[config.mk]
export PLATFORM = sky130hd
export DESIGN_NAME = boid_xcel_ctrl
export DESIGN_NICKNAME = d
export VERILOG_FILES = /design/src/rtl/boid_xcel_pkg.sv /design/src/rtl/boid_idx_ctr.sv /design/src/rtl/d_reg.sv /design/src/rtl/boid_xcel_ctrl.sv
export SDC_FILE = /design/constraint.sdc
export NUM_CORES = 1
export LEC_CHECK = 0
export ABC_AREA = 1
export ABC_CLOCK_PERIOD_IN_PS = 2250
export CORE_MARGIN = 5
export CORE_UTILIZATION = 32
export DETAILED_ROUTE_END_ITERATION = 7
export PLACE_DENSITY = 0.6
export SYNTH_ARGS = -nofsm -noshare
export SYNTH_HDL_FRONTEND = slang
export SYNTH_SLANG_ARGS = --single-unit
[constraint.sdc]
create_clock -name clk -period 2.25 [get_ports clk]
set_input_delay 0.3375 -clock clk [delete_from_list [all_inputs] [get_ports clk]]
set_output_delay 0.3375 -clock clk [all_outputs]
set_load 0.01 [all_outputs]
[src/rtl/boid_xcel_pkg.sv]
// Shared types and helpers for the boid accelerator sequencer.
//   ctrl_state_t  - sequencer states
//   N_BOIDS_DEF   - default boids per frame
//   WB_STAGES_DEF - default writeback settle cycles (width of wb_en)
//   wb_therm(k)   - thermometer mask with bits 0..k set
package boid_xcel_pkg;

    localparam int unsigned N_BOIDS_DEF   = 64;
    localparam int unsigned WB_STAGES_DEF = 7;
    localparam int unsigned THERM_W       = 32;

    typedef enum logic [2:0] {
        S_IDLE,
        S_LOAD,
        S_ITR,
        S_DRAIN,
        S_WB,
        S_WRITE,
        S_DONE
    } ctrl_state_t;

    // Bit b is set for every b <= k, so bit 0 rises first as k counts up.
    function automatic logic [THERM_W-1:0] wb_therm(input int unsigned k);
        logic [THERM_W-1:0] m;
        m = '0;
        for (int unsigned b = 0; b < THERM_W; b++) begin
            m[b] = (b <= k);
        end
        return m;
    endfunction

endpackage

[src/rtl/boid_idx_ctr.sv]
// Loadable, clearable up-counter with terminal-count flag.
//   clk, rst_n   - clock, synchronous active-low reset
//   clr          - force count to 0 (highest priority)
//   ld, ld_val   - load a value
//   inc          - increment by one
//   cnt          - current count
//   tc           - count equals MAX
module boid_idx_ctr #(
    parameter int unsigned W   = 6,
    parameter int unsigned MAX = 63
) (
    input  logic         clk,
    input  logic         rst_n,
    input  logic         clr,
    input  logic         ld,
    input  logic [W-1:0] ld_val,
    input  logic         inc,
    output logic [W-1:0] cnt,
    output logic         tc
);

    logic [W-1:0] cnt_q;
    logic [W-1:0] cnt_d;

    // Next-count select: clear, then load, then increment.
    always_comb begin
        cnt_d = cnt_q;
        if (clr) begin
            cnt_d = '0;
        end else if (ld) begin
            cnt_d = ld_val;
        end else if (inc) begin
            cnt_d = cnt_q + W'(1);
        end
    end

    always_ff @(posedge clk) begin
        if (!rst_n) begin
            cnt_q <= '0;
        end else begin
            cnt_q <= cnt_d;
        end
    end

    assign cnt = cnt_q;
    assign tc  = (cnt_q == W'(MAX));

endmodule

[src/rtl/d_reg.sv]
// Plain D flop with synchronous active-low reset to zero.
//   clk, reset (0 = reset), d -> q one cycle later
module d_reg #(
    parameter int unsigned W = 1
) (
    input  logic         clk,
    input  logic         reset,
    input  logic [W-1:0] d,
    output logic [W-1:0] q
);

    always_ff @(posedge clk) begin
        if (!reset) begin
            q <= '0;
        end else begin
            q <= d;
        end
    end

endmodule

[src/rtl/boid_xcel_ctrl.sv]
// Sequencer for the boid accelerator datapath. Per boid i: load i, stream
// all boids past it, let writeback settle, write i back in place.
//   clk, reset        - clock, synchronous active-low reset
//   start             - frame request, sampled only in IDLE
//   busy, done        - frame in progress / one-cycle completion pulse
//   rd_addr           - boid memory read address (data 1 cycle later)
//   wr_en, wr_addr    - boid memory write strobe and address
//   r_en_tot          - datapath: latch boid i, clear accumulators
//   r_en_itr          - datapath: accumulate current read data
//   wb_en             - datapath writeback enable, thermometer-coded
//   cur_idx           - current boid index i
module boid_xcel_ctrl
    import boid_xcel_pkg::*;
#(
    parameter int unsigned N_BOIDS   = N_BOIDS_DEF,
    parameter int unsigned ADDR_W    = 6,
    parameter int unsigned WB_STAGES = WB_STAGES_DEF
) (
    input  logic                 clk,
    input  logic                 reset,
    input  logic                 start,
    output logic                 busy,
    output logic                 done,
    output logic [ADDR_W-1:0]    rd_addr,
    output logic                 wr_en,
    output logic [ADDR_W-1:0]    wr_addr,
    output logic                 r_en_tot,
    output logic                 r_en_itr,
    output logic [WB_STAGES-1:0] wb_en,
    output logic [ADDR_W-1:0]    cur_idx
);

    localparam int unsigned K_W = (WB_STAGES > 1) ? $clog2(WB_STAGES) : 1;

    ctrl_state_t state_q;
    ctrl_state_t state_d;

    logic [ADDR_W-1:0] i_q;
    logic [ADDR_W-1:0] j_q;
    logic [K_W-1:0]    k_q;
    logic              i_tc;
    logic              j_tc;
    logic              k_tc;
    logic              i_clr;
    logic              i_inc;
    logic              j_clr;
    logic              j_inc;
    logic              k_clr;
    logic              k_inc;

    logic              tot_d;
    logic              tot_q;
    logic              itr_d;
    logic              itr_q;
    logic [ADDR_W-1:0] jq_d;
    logic [ADDR_W-1:0] jq_q;

    // Boid index i, stream index j, writeback stage k.
    boid_idx_ctr #(.W(ADDR_W), .MAX(N_BOIDS - 1)) u_i_ctr (
        .clk    (clk),
        .rst_n  (reset),
        .clr    (i_clr),
        .ld     (1'b0),
        .ld_val ('0),
        .inc    (i_inc),
        .cnt    (i_q),
        .tc     (i_tc)
    );

    boid_idx_ctr #(.W(ADDR_W), .MAX(N_BOIDS - 1)) u_j_ctr (
        .clk    (clk),
        .rst_n  (reset),
        .clr    (j_clr),
        .ld     (1'b0),
        .ld_val ('0),
        .inc    (j_inc),
        .cnt    (j_q),
        .tc     (j_tc)
    );

    boid_idx_ctr #(.W(K_W), .MAX(WB_STAGES - 1)) u_k_ctr (
        .clk    (clk),
        .rst_n  (reset),
        .clr    (k_clr),
        .ld     (1'b0),
        .ld_val ('0),
        .inc    (k_inc),
        .cnt    (k_q),
        .tc     (k_tc)
    );

    // Read-data alignment flags: enables land with the data, one cycle after the address.
    d_reg #(.W(1))      u_tot_reg (.clk(clk), .reset(reset), .d(tot_d), .q(tot_q));
    d_reg #(.W(1))      u_itr_reg (.clk(clk), .reset(reset), .d(itr_d), .q(itr_q));
    d_reg #(.W(ADDR_W)) u_jq_reg  (.clk(clk), .reset(reset), .d(jq_d),  .q(jq_q));

    always_ff @(posedge clk) begin
        if (!reset) begin
            state_q <= S_IDLE;
        end else begin
            state_q <= state_d;
        end
    end

    // Next-state, counter control and output decode from registered state.
    always_comb begin
        state_d = state_q;
        i_clr   = 1'b0;
        i_inc   = 1'b0;
        j_clr   = 1'b0;
        j_inc   = 1'b0;
        k_clr   = 1'b0;
        k_inc   = 1'b0;
        busy    = 1'b0;
        done    = 1'b0;
        rd_addr = '0;
        wr_en   = 1'b0;
        wr_addr = '0;
        wb_en   = '0;
        tot_d   = (state_q == S_LOAD);
        itr_d   = (state_q == S_ITR);
        jq_d    = j_q;

        case (state_q)
            S_IDLE: begin
                if (start) begin
                    i_clr   = 1'b1;
                    j_clr   = 1'b1;
                    state_d = S_LOAD;
                end
            end
            S_LOAD: begin
                busy    = 1'b1;
                rd_addr = i_q;
                j_clr   = 1'b1;
                state_d = S_ITR;
            end
            S_ITR: begin
                busy    = 1'b1;
                rd_addr = j_q;
                if (j_tc) begin
                    state_d = S_DRAIN;
                end else begin
                    j_inc = 1'b1;
                end
            end
            S_DRAIN: begin
                // j holds at its last value, so the address does too.
                busy    = 1'b1;
                rd_addr = j_q;
                k_clr   = 1'b1;
                state_d = S_WB;
            end
            S_WB: begin
                busy  = 1'b1;
                wb_en = WB_STAGES'(wb_therm(32'(k_q)));
                if (k_tc) begin
                    state_d = S_WRITE;
                end else begin
                    k_inc = 1'b1;
                end
            end
            S_WRITE: begin
                busy    = 1'b1;
                wb_en   = '1;
                wr_en   = 1'b1;
                wr_addr = i_q;
                if (i_tc) begin
                    state_d = S_DONE;
                end else begin
                    i_inc   = 1'b1;
                    state_d = S_LOAD;
                end
            end
            S_DONE: begin
                done    = 1'b1;
                i_clr   = 1'b1;
                state_d = S_IDLE;
            end
            default: begin
                state_d = S_IDLE;
            end
        endcase
    end

    assign r_en_tot = tot_q;
    assign r_en_itr = itr_q && (jq_q != i_q);
    assign cur_idx  = i_q;

endmodule

== After elaboration in Yosys (flattened, before gate mapping) ==
Cells that the tools add are included.
Storage, ports and cells
  bits of input ports: 3
  output and inout port bits: 30
  word-level logic and storage cells: 59
  bits in registers: 26
Operators by class
  bitwise gates (word level): 1
  reductions and logical operators: 8
  magnitude comparators: 6
  equality and inequality tests: 13
  mux-type cells: 21
  add/sub/neg operators: 3
Operators with widths (number)
  3-bit case mux with 6 select lines: 1
  7-bit case mux with 2 select lines: 1
  6-bit by 1-bit adder with 6-bit output (second input constant): 2
  3-bit == test (second input constant): 4
  6-bit == test (second input constant): 2
  3-bit 2-to-1 mux: 4
  6-bit case mux with 2 select lines: 1
  1-bit 2-to-1 mux: 11
  3-bit less-or-equal comparator (first input constant): 3
  2-bit OR reduction: 4
  3-bit by 2-bit == test with 1-bit output (second input constant): 2
  2-bit by 3-bit less-or-equal comparator with 1-bit output (first input constant): 2
  6-bit 2-to-1 mux: 1
  2-bit inequality test (second input constant): 3
  6-bit inequality test: 1
  5-bit OR reduction: 1
  1-bit case mux with 2 select lines: 2
  3-bit by 1-bit adder with 3-bit output (second input constant): 1
  3-bit by 1-bit == test with 1-bit output (second input constant): 1
  1-bit by 3-bit less-or-equal comparator with 1-bit output (first input constant): 1
  3-bit logical NOT: 1
  3-bit AND reduction: 1
  1-bit logical AND: 1
  1-bit inverter: 1

== Depth between registers and ports, before layout ==
  depth in word-level cells: 3
  gate-level depth with buffers: 10
  mapped depth without buffers: 9

== Hierarchy ==
Synthesis repeated with hierarchy kept, for this count alone.
Unflattened totals
  cells, all modules: 283
  area total of the unflattened synthesis: 1779.2 sq um
Modules (own cells, without submodules)
  boid_idx_ctr at u_i_ctr ...: cells an instance 55, seq. area each 120.1 sq um, instances 2, area each 380.4 sq um
  boid_xcel_ctrl: cells an instance 113, seq. area each 60.1 sq um, instances 1, area each 585.6 sq um
  boid_idx_ctr at u_k_ctr: cells an instance 36, seq. area each 60.1 sq um, instances 1, area each 212.7 sq um
  d_reg at u_jq_reg: cells an instance 18, seq. area each 120.1 sq um, instances 1, area each 165.2 sq um
  d_reg at u_itr_reg ...: cells an instance 3, seq. area each 20.0 sq um, instances 2, area each 27.5 sq um

== Worst setup path after synthesis ==
Ideal clock, no wire load.
  path type: register to output
  from: register state_q[0]
  to: output port wb_en[2]
  buffers on the path: 1
  data arrival time: 1024 ps
  slack: 889 ps
  required time: 1913 ps
  stages on the path, launching flop included: 4
  cells stage by stage: dfxtp_1 nand3_2 buf_2 a21oi_1
On the way
  longest elaborated chain between the ends: 2
  elaborated cells on any way between the ends: 3
  those cells by class: eq/ne (2); mux (1)
RTL lines
  from (decl): RTL line boid_xcel_ctrl.sv:35  | ctrl_state_t state_q;
  from (signal assigned): RTL line boid_xcel_ctrl.sv:101  | state_q <= state_d;
  3-bit == test: RTL line boid_xcel_ctrl.sv:124  | case (state_q)
  7-bit case mux with 2 select lines (*): RTL line boid_xcel_ctrl.sv:124
  to (decl): RTL line boid_xcel_ctrl.sv:29  | output logic [WB_STAGES-1:0] wb_en,
Every way passes the cells marked *; elsewhere a longest branch is shown, timed or not.

== Worst setup path after layout ==
  from: register state_q[2]
  to: output port rd_addr[2]
On the way
  longest elaborated chain between the ends: 3
  elaborated cells on any way between the ends: 5
  those cells by class: eq/ne (3); mux (1); reduce/logical (1)
RTL lines
  3-bit by 2-bit == test with 1-bit output: RTL line boid_xcel_ctrl.sv:124
  2-bit OR reduction (no line)
  6-bit case mux with 2 select lines (*): RTL line boid_xcel_ctrl.sv:124
  to (decl): RTL line boid_xcel_ctrl.sv:24  | output logic [ADDR_W-1:0] rd_addr,
Marked as above.

==> reports/metrics.yaml <==
grt:
  grt_max_degree: 16
  globalRouteTotalUtil_pct: 13.27
  grtUsageMet1_pct: 15.95
  overflow: 0
  use_met3_pct: 3.096
  antenna_found_initial: 0
  grt_pass1_wl_um: 6541
  gr-max-usage-layer: "met2"
  first_global_vias: 1452
  use_met2_pct: 23.17
worst_setup_path:
  crit_family: "buffers and inverters"
  critical_path_class: "flip-flop to output port"
  slowest_delay_ps: 570
  crit_path_cell_trace: "inv_2, nand3_2, o21ai_0, clkdlybuf4s50_1"
  path_buf_inv: 2
  worstSetupStartpointType: "flip-flop"
  cp.required_ps: 1910
  endpoint_kind: "output port"
  cp.arrival_ps: 1830
  cp_max_fo: 9
  cpMaxStageDelayCell: "clkdlybuf4s50_1"
synth:
  synth_most_common_cell: "nand2_1"
  netlist_instances: 234
  syn_nets: 242
  synth_seq_cells: 26
  yosys_warnings: 0
  synthArstFlopShare_pct: 0
  ys_top_cells_by_area: "dfxtp_1, nand2_1, inv_1"
  synth_commonest_cells: "nand2_1, inv_1, nor2_1"
  synth_edf_count: 0
  ys_types: 27
  synth_ff_type: "dfxtp_1"
  ys_seq_area_share_pct: 34.52
  synth_area_um2: 1508
  synth.avg_cell_area_um2: 6.443
  synth_top_area_share_pct: 34.52
  synth_area_leader_cell: "dfxtp_1"
floorplan:
  die_w_um: 78.64
  dieArea_um2: 6184
  initial_core_util_pct: 32.35
  coreArea_um2: 4661
  rows: 25
  num_io_pins: 33
  fp.dieH_um: 78.64
timing:
  fin_skew_ps: 7.471
  slew_headroom_pct: 72.40
  period_needed_ps: 2165
  setup_violations: 0
  drv_slew: 0
  finalCritPeriodShare_pct: 96.23
  max_freq_ghz: 0.4618
  worst_pin_slew_ps: 412.8
  hold_viol: 0
  fin_setup_tns_ps: 0
  grt_setup_unrepaired: "no"
  holdWs_ps: 464.5
clock_tree:
  clkTransAtPathRegs_ps: 90
  root_buffer: "clkbuf_8"
  insertion_delay_ps: 270
  cts_setup_buffers: 0
  clk_path_buf_depth: 2
  cts_buffers: 3
  cts_tree: "done"
  ctsHoldBuffers: 0
  htree_num_levels: 1
  cts_sinks: 26
pwr:
  pwr-share-seq_pct: 46.8
  power.internal_uw: 759.4
  swShare_pct: 37.30
  p_leak_nw: 0.7750
  vdd_drop_max_uv: 428.5
  power_per_cell_area_nw_per_um2: 625.3
  clkPwrFrac_pct: 21.6
  combPwrFrac_pct: 31.6
  p_switching_uw: 451.8
drt:
  wl_per_cell_um: 11.95
  drc: 0
  wirelength_um: 3835
  drt_iter0_drc: 66
  drt-pass1-iter-count: 4
  ant_nets: 0
  viasPerCell: 4.838
  vias: 1553
placed_design:
  routabilityCongestion: 0.8227
  hpwl_um: 3017
  dp_cells: 318
  port_buffers: 32
final_layout:
  drive_gt1_share_pct: 10.86
  fin_nets: 277
  area_growth_pct: 28.46
  num_antenna_cells: 0
  stdcell_count: 321
run:
  cap_viol_max_count: 0
outcome:
  status: "complete, no violations"
worst_hold_path:
  hp-class: "flip-flop to flip-flop"
worst min-delay path, stage by stage, from the launching register on:
cell and delay [ps]:
dfxtp_1 330, nand2_1 70, inv_1 40
layout make-up:
type / instances / area (um2)
fill: 500 / 2724
clock buffer: 3 / 41.29
multi-input combinational: 167 / 827.0
tap: 54 / 67.56
timing repair buffer: 35 / 342.8
sequential: 26 / 523.0
inverter: 36 / 135.1
state kept, by name, indices dropped and copies added, names as in the netlist:
| name | count |
|---|---|
| u_tot_reg.q | 1 |
| u_j_ctr.cnt | 6 |
| u_i_ctr.cnt | 6 |
| u_itr_reg.q | 1 |
| u_k_ctr.cnt | 3 |
| u_jq_reg.q | 6 |
| state_q | 3 |
repair_timing:
item	4_1_cts	5_1_grt
pin swaps	0	0
resized for setup	1	2
setup endpoints to repair	1	2
routing by layer:
metal  vias up  part of all wire, %
met5         -                    0
met2        46                   49
li1        804                    -
met3         4                  5.8
met4         0                 0.99
met1       699                   45
layout by cell type (no fill, tap or decap), drive strengths merged:
cell and instances:
nand2 72, inv 36, clkdlybuf4s50 32, nor2 28, dfxtp 26, nand3 20
a21oi 15, o21ai 9, ha 5, nor3 4, o22ai 3, a31oi 3
xor2 3, clkbuf 3, buf 3, or2 2, o211ai 1, o31ai 1
nand3b 1
cells by family (layout without fill, tap and decap cells):
logic type / count (synthesis) / after routing / share of synthesized area [%]
buf+inv: 41 / 74 / 11.12
xor+xnor: 3 / 3 / 1.743
fa+ha+maj: 5 / 5 / 4.149
simple gates: 127 / 127 / 37.01
flops: 26 / 26 / 34.52
compound gates: 32 / 32 / 11.45
metrics by stage:
| stage | setup WS (ps) | area (um2) | utilization, % | total power, mW |
|---|---|---|---|---|
| global placement | 339.8 | 1886 | 40.46 | 0.9488 |
| CTS | 60.38 | 1934 | 41.50 | 1.228 |
| global route | 1.872 | 1937 | 41.56 | 1.308 |
| floorplan | 889.0 | 1508 | - | 0.8406 |
| finish | 84.78 | 1937 | 41.56 | 1.211 |
| detailed placement | 278.6 | 1886 | 40.46 | 0.9530 |
power groups by stage:
stage	Clock, mW	Sequential (mW)	Combinational, mW
final	0.262	0.566	0.383
after global routing	0.294	0.571	0.442
after CTS	0.277	0.563	0.388
after detailed placement	0	0.570	0.383
after global placement	0	0.566	0.382
after floorplan	0	0.548	0.293
worst paths after layout:
path                            slack, ps      startpoint  cells after the start            end
worst min register to register        460  u_j_ctr.cnt[4]                      2  u_jq_reg.q[4]
worst min-delay path                  460  u_j_ctr.cnt[4]                      2  u_jq_reg.q[4]
worst max-delay path                   80      state_q[2]                      4     rd_addr[2]
worst max register to register        730  u_j_ctr.cnt[0]                      9     state_q[0]
Power figures use the tool's default switching activity.
